`config.mk`:
```
export PLATFORM = sky130hd
export DESIGN_NAME = fetch_unit
export DESIGN_NICKNAME = d
export VERILOG_FILES = /design/src/rtl/fetch_unit.sv
export SDC_FILE = /design/constraint.sdc
export NUM_CORES = 1
export LEC_CHECK = 0
export BUFFER_PORTS_ARGS = -buffer_cell sky130_fd_sc_hd__buf_2
export CAP_MARGIN = 20
export CELL_PAD_IN_SITES_DETAIL_PLACEMENT = 0
export CELL_PAD_IN_SITES_GLOBAL_PLACEMENT = 1
export CORE_MARGIN = 2
export CORE_UTILIZATION = 34
export CTS_CLUSTER_SIZE = 25
export DETAILED_ROUTE_END_ITERATION = 7
export GPL_ROUTABILITY_DRIVEN = 0
export PLACE_DENSITY_LB_ADDON = 0.08
export SYNTH_ARGS = -nofsm -noshare
export SYNTH_HDL_FRONTEND = slang
export SYNTH_SLANG_ARGS = --single-unit
```
`constraint.sdc`:
```
create_clock -name clk -period 1.7 [get_ports clk]
set_input_delay 0 -clock clk [delete_from_list [all_inputs] [get_ports clk]]
set_output_delay 0 -clock clk [all_outputs]
set_load 0.02 [all_outputs]
```
`src/rtl/fetch_unit.sv`:
```
// Instruction fetch responder: samples PCaddr, reads one word from memory,
// returns it with a one-cycle iready pulse; misaligned PCs park in FAULT.
module fetch_unit (
  input  logic        clk,
  input  logic        nRST,
  input  logic [31:0] PCaddr,
  input  logic [31:0] mem_rdata,
  input  logic        mem_busy,
  output logic        mem_ren,
  output logic [31:0] mem_addr,
  output logic [31:0] instr,
  output logic        iready,
  output logic        ifault,
  output logic [31:0] fetch_count
);

  typedef enum logic [1:0] {
    REQ,
    WAIT,
    RESP,
    FAULT
  } state_t;

  state_t state;

  always_ff @(posedge clk or negedge nRST) begin
    if (!nRST) begin
      state       <= REQ;
      mem_ren     <= 1'b0;
      mem_addr    <= '0;
      instr       <= '0;
      iready      <= 1'b0;
      ifault      <= 1'b0;
      fetch_count <= '0;
    end else begin
      unique case (state)
        REQ: begin
          if (PCaddr[1:0] != 2'b00) begin
            ifault  <= 1'b1;
            mem_ren <= 1'b0;
            state   <= FAULT;
          end else begin
            mem_addr <= PCaddr;
            mem_ren  <= 1'b1;
            state    <= WAIT;
          end
        end
        WAIT: begin
          if (!mem_busy) begin
            instr       <= mem_rdata;
            iready      <= 1'b1;
            mem_ren     <= 1'b0;
            fetch_count <= fetch_count + 32'd1;
            state       <= RESP;
          end
        end
        RESP: begin
          iready <= 1'b0;
          state  <= REQ;
        end
        FAULT: begin
          // Terminal until reset; only the fault flag is asserted.
          ifault  <= 1'b1;
          mem_ren <= 1'b0;
          iready  <= 1'b0;
        end
        default: state <= REQ;
      endcase
    end
  end

endmodule

```
==> flow_summary_export.csv <==
group,metric,value,unit
sta,final.setup.tns,0,ns
grt,antenna_found_initial,0,
detailed_routing,routed_wl,10.39,mm
yosys,ys_top_cells_by_area,"dfrtp_1 (60%), mux2_2 (17%), xor2_1 (3.9%), xnor2_1 (2.5%), ha_1 (1.8%)",
yosys,synth_xor_area_frac,0.06407,
critical_path,critPathArrivalTime,1.88,ns
critical_path,timing.critical_path.required,1.97,ns
placed_design,dpl.hpwl,6.922,mm
critical_path,r2r.worst_path.cells,7,
yosys,synthesis.area,4238,µm²
layout,finalNonFillerCells,724,
placed_design,placed_area,5411,µm²
grt,grt_util_all_layers,0.1540,
clocking,clkLatencyLatePin,0.35,ns
layout,antennaDiodeCount,0,
detailed_routing,drt-pass1-iter-count,4,
power_and_ir_drop,vdd.ir_drop.worst,0.0009069,V
sta,period_share,0.9450,
sta,setup_viol,0,
die,rows,40,
clocking,htree_num_levels,3,
critical_path,crit_path_max_incr_delay,0.39,ns
sta,slew_violations,0,
grt,grt_start_max_net_pins,102,
detailed_routing,vias,3237,
die,floorplan.die.width,115.6,µm
layout,layout.nets,624,
critical_path,crit_end,"fetch_count[23]",
yosys,post_synth_mux_area_share,0.1698,
yosys,ys_warn_count,0,
yosys,synth-compound-area-share,0.01535,
critical_path,timing.reg2reg.setup_slack,0.09,ns
critical_path,r2r_start,"state[1]",
sta,timing.final.crit_period,1.606,ns
sta,timing.fmax,622.5,MHz
power_and_ir_drop,power_density,1501,nW/µm²
yosys,adder_cell_fraction_of_synth_area,0.01771,
critical_path,crit_path_cell_trace,"inv_2 > ha_4 > and4b_2 > nand4_4 > buf_4 > nor4_4 > xor2_1",
clocking,worst_setup_hold_path_clk_slew,0.07,ns
detailed_routing,drt_iter0_drc,72,
sta,worst_hold_slack,0.04093,ns
layout,drive_above_1_share,0.5306,
clocking,cts-root-buf,"clkbuf_16",
detailed_routing,viasPerCell,4.471,
critical_path,critPathLaunchType,"flop",
yosys,synth.yosys.seq_area_share,0.5964,
layout,syn_to_final_growth,52.82,%
power_and_ir_drop,power.static_leakage,3.275,nW
yosys,synth_async_reset_ratio,1.000,
layout,n_fill_cell,1085,
yosys,synth_cell_type_count,34,
sta,hold_viol,0,
placed_design,placed_cells_incl_taps,639,
layout,final_core_util,0.5347,
critical_path,critical_path_top_delay_cell,"dfrtp_1",
critical_path,timing.setup.critical_path_class,"reg2reg",
yosys,postSynthCellCount,298,
clocking,tritoncts_clock_tree,"yes",
grt,gr-total-overflow,0,
critical_path,rr_endpoint,"fetch_count[23]",
critical_path,top_fanout_value_on_the_critical_path,5,
yosys,synth_nets,371,
sta,timing.max_slew.rel_slack,0.6360,
clocking,clkSinkCount,101,
layout,final_cell_area,6476,µm²
yosys,combinational_family_with_the_most_area_after_synthesis,"multiplexers",
clocking,clock_path_buffers,2,
yosys,synthSimpleGateAreaFrac,0.1175,
yosys,synthDominantAreaCellType,"dfrtp_1",
sta,final.setup_skew,0.008353,ns
yosys,ys_ff_latch,101,
die,start_util,0.3499,
detailed_routing,detail_route.wl_per_cell,14.35,µm
grt,grt_pass1_vias,3293,
sta,worstMarginPinSlew,0.5460,ns
worst_hold_path,hp-class,"in2reg",
yosys,netlist.area_leader.share,0.5964,
critical_path,worst_setup_path_startpoint,"state[1]",
critical_path,timing.critical_path.to_type,"flop",
detailed_routing,drc,0,
yosys,post_synth.cell_area_avg,14.22,µm²
die,dieHeight,115.6,µm
outcome,status,"finished clean",
clocking,numCtsBuffers,9,
placed_design,place.port_buffers,165,
yosys,count_of_flip_flops_with_a_built_in_enable_after_synthesis,0,
detailed_routing,antenna_left,0,
yosys,synth_flop_cell,"dfrtp_1",
die,io_pins,166,
grt,global_route_wire_length_before_repair,15.97,mm
job,maxCapViolations,0,
die,design.core.area,12110,µm²
die,dieArea,13370,µm²
[state kept, by name (all words and copies together) (netlist names)]
register,cells
fetch_count,32
instr,32
mem_addr,32
state,2
ifault,1
iready,1
mem_ren,1
[Yosys cell counts, types with 2 or more instances]
master and count:
nor2b_1 3, xnor2_1 12, xor2_1 19, nand3_1 12, and4_1 5, nand4_1 4
a21oi_1 2, ha_1 6, nor2_1 8, o21ai_0 3, mux2_2 63, buf_2 8
nand4_4 3, nand2_1 13, inv_1 4, and3_2 2, buf_6 2, dfrtp_1 101
nor3_1 7, and2_2 2, nor4_2 6
[metrics by stage]
| stage | power [mW] | worst slack, ns |
|---|---|---|
| 6_report | 9.723 | 0.09350 |
| 5_1_grt | 10.32 | -0.02166 |
| 4_1_cts | 9.793 | 0.005393 |
| 3_5_place_dp | 7.503 | 0.02353 |
| 3_3_place_gp | 7.448 | 0.1034 |
| 2_1_floorplan | 6.042 | 0.003146 |
[worst min-delay path by stage]
stage	slack, ns	endpoint	cells after the start	startpoint
2_1_floorplan	-0.30	fetch_count[0]	0	nRST
3_3_place_gp	0.12	fetch_count[7]	2	nRST
3_5_place_dp	0.12	fetch_count[9]	2	nRST
4_1_cts	0.03	mem_ren	3	PCaddr[0]
5_1_grt	0.05	mem_ren	3	PCaddr[0]
6_report	0.04	mem_ren	3	PCaddr[0]
[where the power goes]
group / switching, mW / internal [mW] / total, mW / leakage, nW
sequential: 0.424 / 3.27 / 3.69 / 1.26
combinational: 2.13 / 1.77 / 3.90 / 1.87
clock: 0.878 / 1.26 / 2.14 / 0.152
[worst max-delay path: cells and delay by family, from the launching register on]
kind | cells | cell delay (ns)
simple gates | 3 | 0.58
xor+xnor | 1 | 0.16
buf+inv | 2 | 0.28
flops | 1 | 0.39
fa+ha+maj | 1 | 0.13
[routing by layer]
layer / routed length [µm] / global-route usage / up-vias
met5: 0 / 0 / -
met4: 182 / 0.06667 / 0
met3: 631 / 0.04341 / 12
met1: 4486 / 0.1919 / 1569
met2: 5087 / 0.2515 / 100
li1: - / - / 1556
[cell families after synthesis]
| kind of cell | after synthesis |
|---|---|
| fa+ha+maj | 6 |
| flops | 101 |
| mux | 64 |
| simple gates | 71 |
| buf+inv | 15 |
| compound gates | 10 |
| xor+xnor | 31 |
[final cells by class]
type / count / area, µm² / share of cell area
timing repair buffer: 253 / 1700 / 0.2626
sequential: 101 / 2529 / 0.3905
clock inverter: 3 / 42.54 / 0.006569
tap: 168 / 210.2 / 0.03246
multi-input combinational: 182 / 1709 / 0.2639
inverter: 4 / 15.01 / 0.002318
clock buffer: 13 / 270.3 / 0.04173
[what timing repair did]
item                       in CTS  in global routing
resized for setup               0                 15
hold endpoints to repair      163                  0
hold buffers                   63                  0
setup endpoints to repair       0                 44
buffers inserted                0                  6
[layout by cell type, fill, tap and decap left out, drive strengths merged, types with 2 or more instances in the layout]
cell	count
nand3	12
inv	4
buf	190
nand4	8
nor3	7
o21ai	3
a21oi	2
dlygate4sd3	63
mux2	63
xor2	19
clkbuf	13
nor2	8
nor4	7
xnor2	12
and2	3
and3	3
and4b	2
nand2	13
ha	6
and4	5
dfrtp	101
nor2b	3
(Power assumes the default switching activity.)
